## config.mk

```make
export PLATFORM = sky130hd
export DESIGN_NAME = uart_rx_frame_ctrl_flat
export DESIGN_NICKNAME = d
export VERILOG_FILES = /design/src/rtl/uart_rx_frame_ctrl_if.sv /design/src/rtl/uart_rx_frame_ctrl.sv /design/src/flat_wrapper.sv
export SDC_FILE = /design/constraint.sdc
export NUM_CORES = 1
export LEC_CHECK = 0
export ABC_AREA = 1
export ABC_CLOCK_PERIOD_IN_PS = 1340
export BUFFER_PORTS_ARGS = -buffer_cell sky130_fd_sc_hd__buf_4
export CAP_MARGIN = 10
export CORE_MARGIN = 4
export CORE_UTILIZATION = 52
export DETAILED_ROUTE_END_ITERATION = 16
export GPL_TIMING_DRIVEN = 0
export PLACE_DENSITY = 0.72
export SKIP_CTS_REPAIR_TIMING = 1
export SYNTH_ARGS = -nofsm -noshare
export SYNTH_HDL_FRONTEND = slang
export SYNTH_SLANG_ARGS = --single-unit
export TNS_END_PERCENT = 50
```

## constraint.sdc

```tcl
create_clock -name CLK -period 1.34 [get_ports CLK]
set_input_delay 0.402 -clock CLK [delete_from_list [all_inputs] [get_ports CLK]]
set_output_delay 0.402 -clock CLK [all_outputs]
set_load 0.01 [all_outputs]
```

## src/rtl/uart_rx_frame_ctrl_if.sv

```systemverilog
// Receive-side handshake bundle of uart_rx_frame_ctrl.
//   RX_DATA      : received data word
//   RX_VALID     : RX_DATA and status flags valid
//   RX_READY     : consumer accepts when RX_VALID & RX_READY
//   FRAME_ERROR  : stop bit sampled low for this word
//   PARITY_ERROR : parity mismatch for this word
//   OVERRUN      : at least one frame dropped while RX_VALID was held
// master = receiver (drives data/flags), slave = consumer (drives RX_READY).
interface uart_rx_frame_ctrl_if #(
  parameter int unsigned DATA_BITS = 8
);
  logic [DATA_BITS-1:0] RX_DATA;
  logic                 RX_VALID;
  logic                 RX_READY;
  logic                 FRAME_ERROR;
  logic                 PARITY_ERROR;
  logic                 OVERRUN;

  modport master (
    output RX_DATA, RX_VALID, FRAME_ERROR, PARITY_ERROR, OVERRUN,
    input  RX_READY
  );

  modport slave (
    input  RX_DATA, RX_VALID, FRAME_ERROR, PARITY_ERROR, OVERRUN,
    output RX_READY
  );
endinterface

```

## src/rtl/uart_rx_frame_ctrl.sv

```systemverilog
// UART receive controller: recovers one serial frame at a time from RXD using
// a baud x OVERSAMPLE tick strobe and presents each word on a valid/ready
// handshake with frame, parity and overrun status.
//   CLK   : system clock, rising edge
//   RST   : synchronous reset, active-high
//   TICK  : single-cycle strobe at baud x OVERSAMPLE
//   RXD   : asynchronous serial input, idle high
//   RXRDY : 1 while the receiver is idle
//   rx_if : data/status handshake (master side)
module uart_rx_frame_ctrl #(
  parameter int unsigned DATA_BITS  = 8,
  parameter int unsigned OVERSAMPLE = 16,
  parameter int unsigned PARITY_EN  = 0,
  parameter int unsigned PARITY_ODD = 0,
  parameter int unsigned STOP_BITS  = 1
) (
  input  logic                  CLK,
  input  logic                  RST,
  input  logic                  TICK,
  input  logic                  RXD,
  output logic                  RXRDY,
  uart_rx_frame_ctrl_if.master  rx_if
);

  localparam int unsigned TCW = $clog2(OVERSAMPLE);
  localparam int unsigned BCW = $clog2(DATA_BITS + 1);

  localparam logic [TCW-1:0] HALF_LAST = TCW'(OVERSAMPLE / 2 - 1);
  localparam logic [TCW-1:0] FULL_LAST = TCW'(OVERSAMPLE - 1);
  localparam logic [BCW-1:0] DATA_LAST = BCW'(DATA_BITS - 1);
  localparam logic [BCW-1:0] STOP_LAST = BCW'(STOP_BITS - 1);
  localparam logic           PAR_EN    = (PARITY_EN != 0);
  localparam logic           PAR_ODD   = (PARITY_ODD != 0);

  typedef enum logic [2:0] {
    S_IDLE,
    S_START,
    S_DATA,
    S_PARITY,
    S_STOP
  } state_e;

  state_e               state_q,      state_d;
  logic                 rxd_meta_q,   rxd_meta_d;
  logic                 rxd_s_q,      rxd_s_d;
  logic                 armed_q,      armed_d;
  logic [TCW-1:0]       tick_cnt_q,   tick_cnt_d;
  logic [BCW-1:0]       bit_cnt_q,    bit_cnt_d;
  logic [DATA_BITS-1:0] shift_q,      shift_d;
  logic                 perr_q,       perr_d;
  logic                 ferr_q,       ferr_d;
  logic [DATA_BITS-1:0] rx_data_q,    rx_data_d;
  logic                 rx_valid_q,   rx_valid_d;
  logic                 frame_err_q,  frame_err_d;
  logic                 parity_err_q, parity_err_d;
  logic                 overrun_q,    overrun_d;
  logic                 rxrdy_q,      rxrdy_d;

  logic                 done_c;
  logic                 ferr_fin_c;
  logic                 bit_end_c;

  // Next-state, datapath and handshake logic.
  always_comb begin
    state_d      = state_q;
    rxd_meta_d   = RXD;
    rxd_s_d      = rxd_meta_q;
    armed_d      = armed_q;
    tick_cnt_d   = tick_cnt_q;
    bit_cnt_d    = bit_cnt_q;
    shift_d      = shift_q;
    perr_d       = perr_q;
    ferr_d       = ferr_q;
    rx_data_d    = rx_data_q;
    rx_valid_d   = rx_valid_q;
    frame_err_d  = frame_err_q;
    parity_err_d = parity_err_q;
    overrun_d    = overrun_q;
    done_c       = 1'b0;
    ferr_fin_c   = ferr_q;
    bit_end_c    = (tick_cnt_q == FULL_LAST);

    case (state_q)
      S_IDLE: begin
        // Line must be seen high before a start is accepted (break lockout).
        if (rxd_s_q) begin
          armed_d = 1'b1;
        end
        if (TICK && armed_q && !rxd_s_q) begin
          state_d    = S_START;
          armed_d    = 1'b0;
          tick_cnt_d = '0;
          bit_cnt_d  = '0;
        end
      end

      S_START: begin
        if (TICK) begin
          if (tick_cnt_q == HALF_LAST) begin
            tick_cnt_d = '0;
            bit_cnt_d  = '0;
            perr_d     = 1'b0;
            ferr_d     = 1'b0;
            if (rxd_s_q) begin
              state_d = S_IDLE;
              armed_d = 1'b1;
            end else begin
              state_d = S_DATA;
            end
          end else begin
            tick_cnt_d = tick_cnt_q + TCW'(1);
          end
        end
      end

      S_DATA: begin
        if (TICK) begin
          if (bit_end_c) begin
            tick_cnt_d = '0;
            // LSB arrives first: shift in at the top, shift right.
            shift_d    = {rxd_s_q, shift_q[DATA_BITS-1:1]};
            if (bit_cnt_q == DATA_LAST) begin
              bit_cnt_d = '0;
              state_d   = PAR_EN ? S_PARITY : S_STOP;
            end else begin
              bit_cnt_d = bit_cnt_q + BCW'(1);
            end
          end else begin
            tick_cnt_d = tick_cnt_q + TCW'(1);
          end
        end
      end

      S_PARITY: begin
        if (TICK) begin
          if (bit_end_c) begin
            tick_cnt_d = '0;
            bit_cnt_d  = '0;
            state_d    = S_STOP;
            perr_d     = PAR_EN & (rxd_s_q ^ (^shift_q) ^ PAR_ODD);
          end else begin
            tick_cnt_d = tick_cnt_q + TCW'(1);
          end
        end
      end

      S_STOP: begin
        if (TICK) begin
          if (bit_end_c) begin
            tick_cnt_d = '0;
            ferr_fin_c = ferr_q | ~rxd_s_q;
            ferr_d     = ferr_fin_c;
            if (bit_cnt_q == STOP_LAST) begin
              bit_cnt_d = '0;
              state_d   = S_IDLE;
              armed_d   = rxd_s_q;
              done_c    = 1'b1;
            end else begin
              bit_cnt_d = bit_cnt_q + BCW'(1);
            end
          end else begin
            tick_cnt_d = tick_cnt_q + TCW'(1);
          end
        end
      end

      default: begin
        state_d    = S_IDLE;
        armed_d    = 1'b0;
        tick_cnt_d = '0;
        bit_cnt_d  = '0;
      end
    endcase

    // Completion either lands in a free/draining slot or is dropped as overrun.
    if (done_c) begin
      if (!rx_valid_q || rx_if.RX_READY) begin
        rx_data_d    = shift_d;
        frame_err_d  = ferr_fin_c;
        parity_err_d = perr_q;
        rx_valid_d   = 1'b1;
        overrun_d    = 1'b0;
      end else begin
        overrun_d    = 1'b1;
      end
    end else if (rx_valid_q && rx_if.RX_READY) begin
      rx_valid_d = 1'b0;
      overrun_d  = 1'b0;
    end

    rxrdy_d = (state_d == S_IDLE);
  end

  // State and output registers.
  always_ff @(posedge CLK) begin
    if (RST) begin
      state_q      <= S_IDLE;
      rxd_meta_q   <= 1'b1;
      rxd_s_q      <= 1'b1;
      armed_q      <= 1'b0;
      tick_cnt_q   <= '0;
      bit_cnt_q    <= '0;
      shift_q      <= '0;
      perr_q       <= 1'b0;
      ferr_q       <= 1'b0;
      rx_data_q    <= '0;
      rx_valid_q   <= 1'b0;
      frame_err_q  <= 1'b0;
      parity_err_q <= 1'b0;
      overrun_q    <= 1'b0;
      rxrdy_q      <= 1'b1;
    end else begin
      state_q      <= state_d;
      rxd_meta_q   <= rxd_meta_d;
      rxd_s_q      <= rxd_s_d;
      armed_q      <= armed_d;
      tick_cnt_q   <= tick_cnt_d;
      bit_cnt_q    <= bit_cnt_d;
      shift_q      <= shift_d;
      perr_q       <= perr_d;
      ferr_q       <= ferr_d;
      rx_data_q    <= rx_data_d;
      rx_valid_q   <= rx_valid_d;
      frame_err_q  <= frame_err_d;
      parity_err_q <= parity_err_d;
      overrun_q    <= overrun_d;
      rxrdy_q      <= rxrdy_d;
    end
  end

  assign rx_if.RX_DATA      = rx_data_q;
  assign rx_if.RX_VALID     = rx_valid_q;
  assign rx_if.FRAME_ERROR  = frame_err_q;
  assign rx_if.PARITY_ERROR = parity_err_q;
  assign rx_if.OVERRUN      = overrun_q;
  assign RXRDY              = rxrdy_q;

endmodule

```

## src/flat_wrapper.sv

```systemverilog
// flat-port wrapper written by rule: the top's interface ports become plain ports
module uart_rx_frame_ctrl_flat 
#(
  parameter int unsigned DATA_BITS  = 8,
  parameter int unsigned OVERSAMPLE = 16,
  parameter int unsigned PARITY_EN  = 0,
  parameter int unsigned PARITY_ODD = 0,
  parameter int unsigned STOP_BITS  = 1
)
  (CLK, RST, TICK, RXD, RXRDY, rx_if_RX_DATA, rx_if_RX_VALID, rx_if_FRAME_ERROR, rx_if_PARITY_ERROR, rx_if_OVERRUN, rx_if_RX_READY);
  uart_rx_frame_ctrl_if #(.DATA_BITS(DATA_BITS)) rx_if_i ();
  input  logic CLK;
  input  logic RST;
  input  logic TICK;
  input  logic RXD;
  output logic RXRDY;
  output wire logic [$bits(rx_if_i.RX_DATA)-1:0] rx_if_RX_DATA;
  output wire logic [$bits(rx_if_i.RX_VALID)-1:0] rx_if_RX_VALID;
  output wire logic [$bits(rx_if_i.FRAME_ERROR)-1:0] rx_if_FRAME_ERROR;
  output wire logic [$bits(rx_if_i.PARITY_ERROR)-1:0] rx_if_PARITY_ERROR;
  output wire logic [$bits(rx_if_i.OVERRUN)-1:0] rx_if_OVERRUN;
  input wire logic [$bits(rx_if_i.RX_READY)-1:0] rx_if_RX_READY;
  assign rx_if_RX_DATA = rx_if_i.RX_DATA;
  assign rx_if_RX_VALID = rx_if_i.RX_VALID;
  assign rx_if_FRAME_ERROR = rx_if_i.FRAME_ERROR;
  assign rx_if_PARITY_ERROR = rx_if_i.PARITY_ERROR;
  assign rx_if_OVERRUN = rx_if_i.OVERRUN;
  assign rx_if_i.RX_READY = rx_if_RX_READY;
  uart_rx_frame_ctrl #(.DATA_BITS(DATA_BITS), .OVERSAMPLE(OVERSAMPLE), .PARITY_EN(PARITY_EN), .PARITY_ODD(PARITY_ODD), .STOP_BITS(STOP_BITS)) u_core (.CLK(CLK), .RST(RST), .TICK(TICK), .RXD(RXD), .RXRDY(RXRDY), .rx_if(rx_if_i));
endmodule
```

* Yosys cells after proc, flatten, opt, wreduce, memory -nomap -nowiden
Index checks and enable logic that the tools add are counted.
Operators by class: add/subtract/negate cells 2, equality and inequality tests 19, multiplexer cells 59, bitwise operators 3, reduce and logical (&&, ||, !) cells 21
Operators with widths (number):
- 4-bit 2-to-1 mux | 15
- 3-bit 2-to-1 mux | 11
- 8-bit 2-to-1 mux | 3
- 1-bit 2-to-1 mux | 23
- 4-bit case mux with 5 select lines | 1
- 3-bit case mux with 5 select lines | 1
- 2-bit by 1-bit inequality test with 1-bit output, second input constant | 7
- 4-bit case mux with 3 select lines | 1
- 2-bit inequality test, second input constant | 5
- 9-bit AND reduction | 1
- 4-bit by 1-bit adder with 4-bit output, second input constant | 2
- 4-bit by 3-bit equality test with 1-bit output, second input constant | 2
- 3-bit by 2-bit equality test with 1-bit output, second input constant | 2
- 3-bit zero test | 2
- 3-bit AND reduction | 2
- 6-bit AND reduction | 1
- 2-bit nonzero test | 3
- 5-bit AND reduction | 1
- 4-bit equality test, second input constant | 1
- 4-bit zero test | 1
- 1-bit case mux with 2 select lines | 2
- 1-bit case mux with 4 select lines | 1
- 2-bit AND reduction | 2
- 3-bit by 1-bit equality test with 1-bit output, second input constant | 1
- other kinds (9) | 13
Storage, ports and cells: register bits 37, input port bits 5, output and inout port bits 13, word-level logic and storage cells 119

* Logic depth before layout (Yosys ltp)
Gate-level depths: netlist of the first run.
depth after elaboration 7, mapped depth 10, mapped depth without buffers 10

* Least setup slack after synthesis of the first run
Ideal clock, no wire load.
path kind register to register, start point reg u_core.tick_cnt_q[0], end point reg u_core.rx_data_q[0], in the netlist u_core.rx_if.RX_DATA[0], setup time 0.109 ns, arrival time 1.343 ns, required time 1.231 ns, setup slack -0.112 ns, stages on the path, launching flop included 9, path buffers 0, period minus slack after synthesis 1.452 ns, cells stage by stage dfxtp_1 -> ha_1 -> nand3_4 -> nor2_8 -> nand3_4 -> o21ai_4 -> nand2_1 -> nand2_1 -> inv_1
Between the ends: cells in the longest elaborated chain, start to end 5, elaborated cells on any way between the ends 8, classes of those cells 1 x eq/ne; 6 x mux; 1 x reduce/logical
RTL lines:
- start: declaration | line uart_rx_frame_ctrl.sv:47 | logic [TCW-1:0] tick_cnt_q, tick_cnt_d;
- start signal: assignment | line uart_rx_frame_ctrl.sv:217 | tick_cnt_q <= tick_cnt_d;
- 4-bit equality test * | line uart_rx_frame_ctrl.sv:81 | bit_end_c = (tick_cnt_q == FULL_LAST);
- 1-bit 2-to-1 mux | line uart_rx_frame_ctrl.sv:149 | if (bit_end_c) begin
- 1-bit 2-to-1 mux | line uart_rx_frame_ctrl.sv:148 | if (TICK) begin
- 1-bit 2-to-1 mux | line uart_rx_frame_ctrl.sv:83 | case (state_q)
- 2-bit AND reduction (no line)
- end signal: assignment | line uart_rx_frame_ctrl.sv:222 | rx_data_q <= rx_data_d;
- end: declaration | line uart_rx_frame_ctrl.sv:52 | logic [DATA_BITS-1:0] rx_data_q, rx_data_d;
Every way passes the cells marked *; elsewhere a longest branch is shown, timed or not. A chain may end at the register's enable or synchronous reset.

* Worst setup path in the final report of the first run
start point reg u_core.tick_cnt_q[0], end point reg u_core.armed_q
Between the ends: cells in the longest elaborated chain, start to end 3, elaborated cells on any way between the ends 5, classes of those cells 4 x eq/ne; 1 x reduce/logical
RTL lines:
- 4-bit equality test or 4-bit by 3-bit equality test with 1-bit output (tied branches) | line uart_rx_frame_ctrl.sv:81, uart_rx_frame_ctrl.sv:99
- 2-bit by 1-bit inequality test with 1-bit output (no line)
- 6-bit AND reduction (no line) *
- end signal: assignment | line uart_rx_frame_ctrl.sv:216 | armed_q <= armed_d;
- end: declaration | line uart_rx_frame_ctrl.sv:46 | logic armed_q, armed_d;
Marked as above.

==> insert_results.sql, run 1 <==
INSERT INTO impl_metrics (metric_group, metric, value, unit) VALUES
('routing', 'total_number_of_vias', '1691', ''),
('synthesis', 'ys_seq_elements', '35', ''),
('synthesis', 'synth.cell_area', '1830', 'µm²'),
('floorplan', 'dieWidth', '67.4', 'µm'),
('routing', 'drt-pass1-iter-count', '4', ''),
('outcome', 'status', 'finished, violations left', ''),
('flow_run', 'max-cap-violations', '0', ''),
('placement', 'weighted_congestion_at_the_end_of_routability_driven_global_placement', '0.829', ''),
('sta', 'final.period_utilization', '1.13', ''),
('outcome', 'violated_checks', 'setup timing', ''),
('grt', 'first_global_vias', '1499', ''),
('sta', 'max_transition_viols_final', '0', ''),
('critical_path', 'critPathRequiredTime', '1.59', 'ns'),
('synthesis', 'ys_types', '28', ''),
('routing', 'vias_per_cell', '4.68', ''),
('clock_network', 'clock_sink_count', '35', ''),
('synthesis', 'synth.cells.most_frequent', '95 x sky130_fd_sc_hd__nand2_1, 53 x sky130_fd_sc_hd__inv_1, 35 x sky130_fd_sc_hd__dfxtp_1, 34 x sky130_fd_sc_hd__nor2_1, 24 x sky130_fd_sc_hd__nand3_1', ''),
('synthesis', 'yosys.cell_count.top_type', 'sky130_fd_sc_hd__nand2_1', ''),
('cells_and_area', 'drive_gt1_frac', '0.194', ''),
('placement', 'placed_instances', '346', ''),
('sta', 'relSlewSlack', '0.665', ''),
('sta', 'period_minus_slack', '1.51', 'ns'),
('synthesis', 'synthTopCellsByArea', 'sky130_fd_sc_hd__dfxtp_1 38%, sky130_fd_sc_hd__nand2_1 19%, sky130_fd_sc_hd__inv_1 11%, sky130_fd_sc_hd__nor2_1 7.0%, sky130_fd_sc_hd__nand3_1 6.5%', ''),
('clock_network', 'insertion_delay', '0.34', 'ns'),
('synthesis', 'async_reset_ff_frac', '0', ''),
('critical_path', 'cp-end-kind', 'flop', ''),
('sta', 'worst_slack', '-0.171', 'ns'),
('clock_network', 'clk_transition_reported_paths', '0.11', 'ns'),
('critical_path', 'ff2ff_setup_slack', '-0.17', 'ns'),
('cells_and_area', 'areaGrowthSynthToFinish', '21.7', '%'),
('clock_network', 'cts_root_buf', 'sky130_fd_sc_hd__clkbuf_4', ''),
('synthesis', 'synth_fp_nets', '292', ''),
('synthesis', 'synth_warnings', '0', ''),
('synthesis', 'ys_dominant_reg_cell', 'sky130_fd_sc_hd__dfxtp_1', ''),
('placement', 'hpwlAfterDp', '2750', 'µm'),
('clock_network', 'tritoncts', 'done', ''),
('synthesis', 'syn-instance-count', '284', ''),
('critical_path', 'worstSetupPathType', 'flop to flop', ''),
('grt', 'maximum_number_of_pins_on_one_net_before_global_route_repair', '12', ''),
('worst_hold_path', 'min_path_type', 'input port to flop', ''),
('synthesis', 'synthDominantCellAreaShare', '0.382', ''),
('synthesis', 'synth_area_leader_cell', 'sky130_fd_sc_hd__dfxtp_1', ''),
('critical_path', 'cp_data_arrival_time', '1.76', 'ns'),
('routing', 'routed_wl_per_cell', '10.4', 'µm'),
('floorplan', 'die-area', '4540', 'µm²'),
('clock_network', 'htreeDepth', '2', ''),
('grt', 'wire_length_of_the_first_global_routing_pass', '6280', 'µm'),
('critical_path', 'kind_of_start_point_of_the_critical_path', 'flop', ''),
('grt', 'grt_overflow_total', '0', ''),
('floorplan', 'rows', '21', ''),
('clock_network', 'clockBufferDepth', '2', ''),
('routing', 'dr.first_iter.drc_count', '57', ''),
('sta', 'tightestPinTransition', '0.502', 'ns'),
('synthesis', 'syn_avg_cell_area', '6.46', 'µm²'),
('critical_path', 'worstSetupEndpoint', 'u_core.armed_q', ''),
('critical_path', 'reg2regPathDepth', '9', ''),
('routing', 'final_routed_drc_violation_total', '0', ''),
('sta', 'holdWs', '0.243', 'ns'),
('floorplan', 'count_of_pins_on_the_block_boundary', '18', ''),
('cells_and_area', 'layout.nets', '322', ''),
('sta', 'setup_viol', '19', ''),
('sta', 'fin_worst_skew', '0.0137', 'ns'),
('critical_path', 'startpoint', 'u_core.tick_cnt_q[0]', ''),
('synthesis', 'synth-edff-count', '0', ''),
('critical_path', 'critical_path.reg2reg.endpoint', 'u_core.armed_q', ''),
('sta', 'timing.final.hold_violations', '0', ''),
('clock_network', 'tritoncts.num_buffers', '5', ''),
('power', 'vdd.ir_drop.worst', '0.000787', 'V'),
('floorplan', 'overall_die_height', '67.4', 'µm'),
('floorplan', 'start_util', '0.545', ''),
('placement', 'dp_worst_setup_slack', '-0.207', 'ns');
per-layer routing:
layer,vias up,share of wire,global-route usage
li1,912,-,-
met1,749,0.49,0.225
met4,0,0.011,0.0532
met3,5,0.045,0.0549
met2,25,0.46,0.306
met5,-,0,0
state kept, by name (all words and copies together), names as in the netlist:
signal,cells
u_core.rx_if.RX_DATA,8
u_core.rx_if.OVERRUN,1
u_core.state_q,3
u_core.RXRDY,1
u_core.rx_if.FRAME_ERROR,1
u_core.ferr_q,1
u_core.rx_if.RX_VALID,1
u_core.tick_cnt_q,4
u_core.shift_q,8
u_core.armed_q,1
u_core.rxd_s_q,1
u_core.bit_cnt_q,4
u_core.rxd_meta_q,1
worst max-delay path, cell delays in order, from the launching register on:
cell	delay (ns)
sky130_fd_sc_hd__dfxtp_4	0.39
sky130_fd_sc_hd__ha_4	0.18
sky130_fd_sc_hd__nand4_1	0.25
sky130_fd_sc_hd__nand2_1	0.19
sky130_fd_sc_hd__buf_4	0.12
sky130_fd_sc_hd__inv_1	0.04
sky130_fd_sc_hd__nor2_2	0.09
sky130_fd_sc_hd__nand3_1	0.07
sky130_fd_sc_hd__nand2_1	0.06
sky130_fd_sc_hd__nor2_1	0.04
where the power goes:
group          internal, mW  leakage [nW]  total [mW]  switching, mW
logic                 0.121         0.916       0.316          0.195
registers              1.08         0.285        1.12         0.0386
clock network         0.582        0.0525       0.940          0.358
total                  1.78          1.25        2.37          0.591
cell type report:
| cell class | count | area (µm²) |
|---|---|---|
| fill | 341 | 1130 |
| multi-input combinational | 191 | 967 |
| sequential | 35 | 707 |
| inverter | 56 | 215 |
| timing repair buffer | 22 | 165 |
| clock inverter | 2 | 60.1 |
| tap | 46 | 57.6 |
| clock buffer | 6 | 41.3 |
| buffer | 3 | 18.8 |
through the flow:
stage	total power, mW	cell area [µm²]	util	TNS [ns]
after floorplan	1.36	1850	-	-0.00296
after global placement	1.43	2030	0.603	-2.13
after detailed placement	1.44	2030	0.603	-2.16
after CTS	2.38	2130	0.634	-2.48
after global routing	2.50	2230	0.664	-4.86
final	2.37	2230	0.664	-1.97
worst min path at each step:
stage | from | to | slack, ns | depth (start not counted)
after global placement | u_core.rxd_meta_q | u_core.rxd_s_q | 0.39 | 1
after CTS | RXD | u_core.rxd_meta_q | 0.23 | 2
final | RXD | u_core.rxd_meta_q | 0.24 | 2
after global routing | RXD | u_core.rxd_meta_q | 0.22 | 2
after floorplan | u_core.rxd_meta_q | u_core.rxd_s_q | 0.39 | 1
after detailed placement | u_core.rxd_meta_q | u_core.rxd_s_q | 0.40 | 1
cells in the final DEF, fill, tap and decap left out, types with 2 or more instances in the layout:
| cell type | n |
|---|---|
| sky130_fd_sc_hd__a21oi_1 | 9 |
| sky130_fd_sc_hd__buf_4 | 24 |
| sky130_fd_sc_hd__bufinv_16 | 2 |
| sky130_fd_sc_hd__clkbuf_1 | 2 |
| sky130_fd_sc_hd__clkbuf_4 | 5 |
| sky130_fd_sc_hd__dfxtp_1 | 32 |
| sky130_fd_sc_hd__dfxtp_2 | 2 |
| sky130_fd_sc_hd__ha_1 | 2 |
| sky130_fd_sc_hd__inv_1 | 53 |
| sky130_fd_sc_hd__inv_2 | 2 |
| sky130_fd_sc_hd__nand2_1 | 91 |
| sky130_fd_sc_hd__nand2_2 | 5 |
| sky130_fd_sc_hd__nand3_1 | 24 |
| sky130_fd_sc_hd__nand3_4 | 2 |
| sky130_fd_sc_hd__nand4_1 | 2 |
| sky130_fd_sc_hd__nor2_1 | 30 |
| sky130_fd_sc_hd__nor2_2 | 5 |
| sky130_fd_sc_hd__nor2_4 | 2 |
| sky130_fd_sc_hd__o21ai_1 | 3 |
| sky130_fd_sc_hd__o21ai_4 | 3 |
| sky130_fd_sc_hd__or2_2 | 3 |
| sky130_fd_sc_hd__xor2_1 | 2 |
cells by family after synthesis:
logic type,share of synthesized area
flip-flops,0.382
adder cells (fa/ha/maj),0.0205
XOR/XNOR,0.00955
other,0.00204
AND/OR/NAND/NOR,0.399
buffers and inverters,0.126
AO/OA/AOI/OAI,0.0607
No activity file was read; power rests on OpenSTA's default activity.
==> run 2: changes to the inputs <==
--- a/config.mk
+++ b/config.mk
@@ -5,12 +5,10 @@
 export SDC_FILE = /design/constraint.sdc
 export NUM_CORES = 1
 export LEC_CHECK = 0
-export ABC_AREA = 1
-export ABC_CLOCK_PERIOD_IN_PS = 1340
 export BUFFER_PORTS_ARGS = -buffer_cell sky130_fd_sc_hd__buf_4
 export CAP_MARGIN = 10
 export CORE_MARGIN = 4
-export CORE_UTILIZATION = 52
+export CORE_UTILIZATION = 51
 export DETAILED_ROUTE_END_ITERATION = 16
 export GPL_TIMING_DRIVEN = 0
 export PLACE_DENSITY = 0.72
==> run 2 against run 1 <==
Against the previous run:
- the flow still finishes with violations (setup timing)
- setup slack lost 0.20 ns
- sequential share of layout area shrank 0.20 points
- cell area grew 3.3%
- critical path depth shrank 5
- die area shrank 7.1%
- total power shrank 11%
- non-clock buffer count grew 15
- sequential power shrank 4%
- first-iteration DRC count grew 120%
- count of clock-buffer cells in the layout is the same
- combinational power shrank 19%
- clock skew shrank 0.0061 ns
- largest power group unchanged
- highest routed layer unchanged
==> insert_results.sql, run 2 <==
INSERT INTO impl_metrics (metric_group, metric, value, unit) VALUES
('power', 'cellLeakagePower', '0.894', 'nW'),
('grt', 'initial_antenna_violation_count', '0', ''),
('flow_run', 'max-cap-violations', '0', ''),
('grt', 'wire_length_of_the_first_global_routing_pass', '6220', 'µm'),
('routing', 'vias_per_cell', '5.79', ''),
('synthesis', 'ys_seq_elements', '35', ''),
('clock_network', 'insertion_delay', '0.34', 'ns'),
('synthesis', 'synth_warnings', '0', ''),
('sta', 'fin_worst_skew', '0.00759', 'ns'),
('clock_network', 'clk_transition_reported_paths', '0.11', 'ns'),
('grt', 'grt_overflow_total', '0', ''),
('worst_hold_path', 'min_path_type', 'input port to flop', ''),
('cells_and_area', 'layout.nets', '225', ''),
('sta', 'period_minus_slack', '1.71', 'ns'),
('sta', 'tightestPinTransition', '0.500', 'ns'),
('routing', 'routed_wl_per_cell', '15.5', 'µm'),
('synthesis', 'share_of_the_yosys_chip_area_belonging_to_registers', '0.423', ''),
('placement', 'dp_worst_setup_slack', '-0.415', 'ns'),
('cells_and_area', 'final_area', '2310', 'µm²'),
('cells_and_area', 'drive_gt1_frac', '0.408', ''),
('synthesis', 'ys_dominant_reg_cell', 'sky130_fd_sc_hd__dfxtp_1', ''),
('power', 'powerDensity', '921', 'nW/µm²'),
('floorplan', 'start_util', '0.538', ''),
('sta', 'final.setup.tns', '-6.62', 'ns'),
('floorplan', 'core_area', '3080', 'µm²'),
('sta', 'unrepaired_setup_endpoints_after_global_routing', 'yes', ''),
('clock_network', 'cts_root_buf', 'sky130_fd_sc_hd__clkbuf_4', ''),
('routing', 'drt-pass1-iter-count', '4', ''),
('critical_path', 'reg2regPathDepth', '4', ''),
('worst_hold_path', 'min_delay_worst_endpoint', 'u_core.rxd_meta_q', ''),
('floorplan', 'die-area', '4220', 'µm²'),
('power', 'seq_power_share', '0.503', ''),
('clock_network', 'htreeDepth', '2', ''),
('sta', 'relSlewSlack', '0.666', ''),
('floorplan', 'count_of_pins_on_the_block_boundary', '18', ''),
('worst_hold_path', 'hold_start', 'RXD', ''),
('synthesis', 'async_reset_ff_frac', '0', ''),
('placement', 'hpwlAfterDp', '2680', 'µm'),
('critical_path', 'cp_data_arrival_time', '1.98', 'ns'),
('synthesis', 'synthDominantCellAreaShare', '0.423', ''),
('placement', 'io_buffers', '15', ''),
('power', 'total_internal_power', '1.62', 'mW'),
('cells_and_area', 'postLayoutCoreUtil', '0.749', ''),
('sta', 'max_freq', '0.585', 'GHz'),
('routing', 'drt-total-wl', '4070', 'µm'),
('critical_path', 'worstSetupPathType', 'flop to flop', ''),
('power', 'post-layout-total-power', '2.12', 'mW'),
('worst_hold_path', 'whs_path_depth', '2', ''),
('power', 'share_comb_of_total_power', '0.121', ''),
('synthesis', 'synth_fp_nets', '189', ''),
('routing', 'dr.first_iter.drc_count', '128', ''),
('synthesis', 'ys_types', '47', ''),
('sta', 'final.period_utilization', '1.28', ''),
('synthesis', 'yosys.cell_count.top_type', 'sky130_fd_sc_hd__dfxtp_1', ''),
('grt', 'first_global_vias', '1413', ''),
('synthesis', 'synth-edff-count', '0', ''),
('synthesis', 'synth_area_leader_cell', 'sky130_fd_sc_hd__dfxtp_1', ''),
('synthesis', 'synthTopCellsByArea', 'sky130_fd_sc_hd__dfxtp_1 42%, sky130_fd_sc_hd__nor2_1 5.4%, sky130_fd_sc_hd__mux2i_1 4.8%, sky130_fd_sc_hd__a211oi_1 4.5%, sky130_fd_sc_hd__a21oi_1 3.3%', ''),
('sta', 'timing.final.hold_violations', '0', ''),
('routing', 'total_number_of_vias', '1518', ''),
('floorplan', 'dieWidth', '65.0', 'µm'),
('outcome', 'status', 'finished, violations left', ''),
('routing', 'final_routed_drc_violation_total', '0', ''),
('grt', 'maximum_number_of_pins_on_one_net_before_global_route_repair', '12', ''),
('placement', 'placed_instances', '240', ''),
('clock_network', 'clock_sink_count', '35', ''),
('sta', 'max_transition_viols_final', '0', ''),
('floorplan', 'rows', '20', ''),
('cells_and_area', 'antenna_cells', '0', ''),
('grt', 'grt_util_all_layers', '0.191', ''),
('outcome', 'violated_checks', 'setup timing', ''),
('synthesis', 'synth.cells.most_frequent', '35 x sky130_fd_sc_hd__dfxtp_1, 24 x sky130_fd_sc_hd__nor2_1, 11 x sky130_fd_sc_hd__a21oi_1, 10 x sky130_fd_sc_hd__a211oi_1, 8 x sky130_fd_sc_hd__mux2i_1', ''),
('power', 'vdd.ir_drop.worst', '0.000542', 'V'),
('synthesis', 'synth.cell_area', '1660', 'µm²'),
('synthesis', 'syn_avg_cell_area', '9.15', 'µm²'),
('sta', 'setup_viol', '26', ''),
('placement', 'weighted_congestion_at_the_end_of_routability_driven_global_placement', '0.797', ''),
('critical_path', 'kind_of_start_point_of_the_critical_path', 'flop', ''),
('floorplan', 'overall_die_height', '65.0', 'µm'),
('synthesis', 'syn-instance-count', '181', ''),
('cells_and_area', 'final.fill_count', '226', ''),
('clock_network', 'tritoncts', 'done', ''),
('critical_path', 'ff2ff_setup_slack', '-0.37', 'ns'),
('critical_path', 'critical_path.reg2reg.endpoint', 'u_core.bit_cnt_q[1]', ''),
('critical_path', 'critical_path.reg2reg.startpoint', 'u_core.state_q[1]', ''),
('critical_path', 'cp-end-kind', 'flop', ''),
('power', 'share_clk_of_total_power', '0.377', ''),
('critical_path', 'critPathRequiredTime', '1.62', 'ns'),
('power', 'power_switching', '506', 'µW'),
('critical_path', 'crit_fanout', '5', ''),
('sta', 'worst_slack', '-0.369', 'ns'),
('cells_and_area', 'fin_cells', '262', ''),
('cells_and_area', 'areaGrowthSynthToFinish', '39.3', '%'),
('clock_network', 'clockBufferDepth', '2', ''),
('cells_and_area', 'mostFrequentLayoutCells', '27 x sky130_fd_sc_hd__buf_4, 27 x sky130_fd_sc_hd__dfxtp_1, 23 x sky130_fd_sc_hd__nor2_1', ''),
('power', 'swShare', '0.239', ''),
('clock_network', 'tritoncts.num_buffers', '5', ''),
('placement', 'dpl-instance-area', '1910', 'µm²'),
('sta', 'holdWs', '0.239', 'ns'),
('routing', 'ant_nets', '0', '');
-- run 2: critical path, stage by stage, from the launching register on --
cell and delay (ns):
sky130_fd_sc_hd__dfxtp_4 0.38, sky130_fd_sc_hd__or3b_4 0.42, sky130_fd_sc_hd__o22ai_2 0.25, sky130_fd_sc_hd__or4b_1 0.47, sky130_fd_sc_hd__a21oi_2 0.13
-- run 2: power by group through the flow --
stage          combinational, mW  clock (mW)  sequential, mW
6_report                   0.256       0.799            1.07
5_1_grt                    0.274       0.872            1.07
4_1_cts                    0.192       0.812            1.07
3_5_place_dp               0.190           0            1.10
3_3_place_gp               0.185           0            1.10
2_1_floorplan              0.142           0            1.09
-- run 2: area by class of cell --
type / count / area (µm²) / area share
Buffer: 11 / 104 / 0.0450
Timing Repair Buffer: 29 / 238 / 0.103
Inverter: 4 / 17.5 / 0.00760
Multi-Input combinational cell: 131 / 1080 / 0.468
Sequential cell: 35 / 726 / 0.315
Clock inverter: 2 / 35.0 / 0.0152
Clock buffer: 6 / 51.3 / 0.0222
Tap cell: 44 / 55.1 / 0.0239
-- run 2: layer usage --
layer  global-route usage  share of wire
met2                0.323           0.51
met5                    0              0
met3               0.0555          0.037
met4               0.0844          0.015
met1                0.221           0.43
-- run 2: cell families after synthesis --
kind of cell             synth area share
AO/OA/AOI/OAI                       0.193
adder cells (fa/ha/maj)            0.0227
buffers and inverters              0.0438
flip-flops                          0.423
multiplexers                       0.0552
other                             0.00227
AND/OR/NAND/NOR                     0.260
-- run 2: how the worst max path moves through the flow --
stage                                     from                       to  slack, ns  depth (start not counted)
after floorplan           u_core.tick_cnt_q[1]      u_core.bit_cnt_q[1]      -0.23                          5
after global placement                     RST        u_core.shift_q[4]      -0.42                          4
after detailed placement     u_core.state_q[2]  u_core.rx_if.RX_DATA[3]      -0.41                          6
after CTS                    u_core.state_q[2]  u_core.rx_if.RX_DATA[3]      -0.44                          6
after global routing         u_core.state_q[1]      u_core.bit_cnt_q[1]      -0.42                          4
final                        u_core.state_q[1]      u_core.bit_cnt_q[1]      -0.37                          4
==> run 3: changes to the inputs <==
--- a/config.mk
+++ b/config.mk
@@ -8,10 +8,10 @@
 export BUFFER_PORTS_ARGS = -buffer_cell sky130_fd_sc_hd__buf_4
 export CAP_MARGIN = 10
 export CORE_MARGIN = 4
-export CORE_UTILIZATION = 51
+export CORE_UTILIZATION = 50
 export DETAILED_ROUTE_END_ITERATION = 16
 export GPL_TIMING_DRIVEN = 0
-export PLACE_DENSITY = 0.72
+export PLACE_DENSITY = 0.7
 export SKIP_CTS_REPAIR_TIMING = 1
 export SYNTH_ARGS = -nofsm -noshare
 export SYNTH_HDL_FRONTEND = slang
==> run 3 against run 2 <==
Against the previous run:
- the flow still finishes with violations (setup timing)
- utilization shrank 0.12 points
- cell count decreased by 0.76%
- setup slack got worse by 0.066 ns
- hold slack got worse by 0.0063 ns
- non-clock buffer count is 2 lower
- combinational power rose by 5%
- wire length shrank 4.1%
- sequential share of layout area down 0.31 points
- first-iteration DRC count down 43%
- via count rose by 0.59%
- critical path type unchanged
- critical endpoint is now u_core.armed_q
==> insert_results.sql, run 3 (synthesized netlist as in run 2, its figures left out) <==
INSERT INTO impl_metrics (metric_group, metric, value, unit) VALUES
('cells_and_area', 'layout_commonest_cell', 'sky130_fd_sc_hd__dfxtp_1', ''),
('cells_and_area', 'fin_cells', '260', ''),
('outcome', 'violated_checks', 'setup timing', ''),
('critical_path', 'crit_fanout', '6', ''),
('power', 'cellLeakagePower', '0.846', 'nW'),
('routing', 'top_layer', 'met4', ''),
('floorplan', 'start_util', '0.533', ''),
('sta', 'holdWs', '0.233', 'ns'),
('routing', 'routed_wl_per_cell', '15.0', 'µm'),
('sta', 'unrepaired_setup_endpoints_after_global_routing', 'yes', ''),
('clock_network', 'htreeDepth', '2', ''),
('sta', 'period_minus_slack', '1.77', 'ns'),
('clock_network', 'clk_transition_reported_paths', '0.11', 'ns'),
('floorplan', 'overall_die_height', '65.5', 'µm'),
('cells_and_area', 'drive_gt1_frac', '0.431', ''),
('grt', 'first_global_vias', '1344', ''),
('sta', 'final.period_utilization', '1.32', ''),
('routing', 'dr.first_iter.drc_count', '73', ''),
('outcome', 'status', 'finished, violations left', ''),
('power', 'powerDensity', '818', 'nW/µm²'),
('sta', 'max_freq', '0.563', 'GHz'),
('cells_and_area', 'layout.nets', '223', ''),
('sta', 'worst_slack', '-0.435', 'ns'),
('routing', 'wl_met3', '147', 'µm'),
('floorplan', 'die-area', '4300', 'µm²'),
('critical_path', 'reg2regPathDepth', '7', ''),
('grt', 'maximum_number_of_pins_on_one_net_before_global_route_repair', '12', ''),
('routing', 'final_routed_drc_violation_total', '0', ''),
('worst_hold_path', 'whs_path_depth', '2', ''),
('grt', 'initial_antenna_violation_count', '0', ''),
('clock_network', 'cts_root_buf', 'sky130_fd_sc_hd__clkbuf_4', ''),
('power', 'vdd.ir_drop.worst', '0.000531', 'V'),
('critical_path', 'critPathRequiredTime', '1.58', 'ns'),
('grt', 'grt_util_all_layers', '0.190', ''),
('cells_and_area', 'seq_area', '723', 'µm²'),
('clock_network', 'tritoncts.num_buffers', '5', ''),
('floorplan', 'core_area', '3100', 'µm²'),
('critical_path', 'cp_data_arrival_time', '2.01', 'ns'),
('floorplan', 'count_of_pins_on_the_block_boundary', '18', ''),
('critical_path', 'kind_of_start_point_of_the_critical_path', 'flop', ''),
('critical_path', 'cp-end-kind', 'flop', ''),
('worst_hold_path', 'min_path_type', 'input port to flop', ''),
('sta', 'timing.final.hold_violations', '0', ''),
('routing', 'drt-pass1-iter-count', '4', ''),
('clock_network', 'clock_sink_count', '35', ''),
('routing', 'vias_per_cell', '5.87', ''),
('flow_run', 'max-cap-violations', '0', ''),
('clock_network', 'insertion_delay', '0.35', 'ns'),
('routing', 'drt-total-wl', '3900', 'µm'),
('cells_and_area', 'postLayoutCoreUtil', '0.748', ''),
('cells_and_area', 'multiInputGateArea', '1150', 'µm²'),
('cells_and_area', 'antenna_cells', '0', ''),
('routing', 'wl_met2', '1940', 'µm'),
('floorplan', 'rows', '20', ''),
('sta', 'final.setup.tns', '-8.30', 'ns'),
('sta', 'relSlewSlack', '0.594', ''),
('placement', 'io_buffers', '15', ''),
('critical_path', 'worstSetupPathType', 'flop to flop', ''),
('placement', 'dpl-instance-area', '1910', 'µm²'),
('cells_and_area', 'final_area', '2320', 'µm²'),
('placement', 'weighted_congestion_at_the_end_of_routability_driven_global_placement', '0.813', ''),
('grt', 'wire_length_of_the_first_global_routing_pass', '6210', 'µm'),
('sta', 'fin_worst_skew', '0.0102', 'ns'),
('placement', 'dp_worst_setup_slack', '-0.407', 'ns'),
('cells_and_area', 'mostFrequentLayoutCells', '27 x sky130_fd_sc_hd__dfxtp_1, 25 x sky130_fd_sc_hd__buf_4, 23 x sky130_fd_sc_hd__nor2_1', ''),
('sta', 'max_transition_viols_final', '0', ''),
('floorplan', 'dieWidth', '65.5', 'µm'),
('power', 'post-layout-total-power', '1.90', 'mW'),
('sta', 'setup_viol', '29', ''),
('placement', 'placed_instances', '240', ''),
('cells_and_area', 'areaGrowthSynthToFinish', '40.2', '%'),
('clock_network', 'clockBufferDepth', '2', ''),
('routing', 'ant_nets', '0', ''),
('cells_and_area', 'final.fill_count', '237', ''),
('routing', 'total_number_of_vias', '1527', ''),
('sta', 'tightestPinTransition', '0.609', 'ns'),
('placement', 'hpwlAfterDp', '2580', 'µm'),
('routing', 'met1_length', '1760', 'µm'),
('grt', 'grt_overflow_total', '0', ''),
('clock_network', 'tritoncts', 'done', '');
## run 3: layout make-up
type,count,share of cell area
inverter,4,0.00647
buffer,11,0.0458
tap,44,0.0237
multi-input combinational,131,0.497
clock inverter,2,0.00539
sequential,35,0.312
timing repair buffer,27,0.0922
clock buffer,6,0.0178
## run 3: power breakdown
group          leakage [nW]  total, mW  internal, mW  switching [mW]
registers             0.288       1.07          1.05          0.0206
logic                 0.529      0.269         0.139           0.130
clock network        0.0282      0.559         0.202           0.357
total                 0.846       1.90          1.39           0.508
## run 3: metal layers
metal,vias up,global-route usage
met2,26,0.320
met3,6,0.0564
li1,746,-
met1,749,0.226
met4,0,0.0725
met5,-,0
## run 3: path summary, 6_finish.rpt
kind                                           to  slack [ns]           startpoint
worst min-delay path            u_core.rxd_meta_q        0.23                  RXD
worst min register to register     u_core.rxd_s_q        0.44    u_core.rxd_meta_q
worst max register to register     u_core.armed_q       -0.43  u_core.bit_cnt_q[0]
worst max-delay path               u_core.armed_q       -0.43  u_core.bit_cnt_q[0]
## run 3: critical path: stages, from the launching register on
cell and delay [ns]:
sky130_fd_sc_hd__dfxtp_4 0.38, sky130_fd_sc_hd__inv_2 0.05, sky130_fd_sc_hd__ha_4 0.14, sky130_fd_sc_hd__nor3b_4 0.16
sky130_fd_sc_hd__buf_4 0.14, sky130_fd_sc_hd__a21bo_4 0.21, sky130_fd_sc_hd__o32ai_4 0.25, sky130_fd_sc_hd__mux2_4 0.32
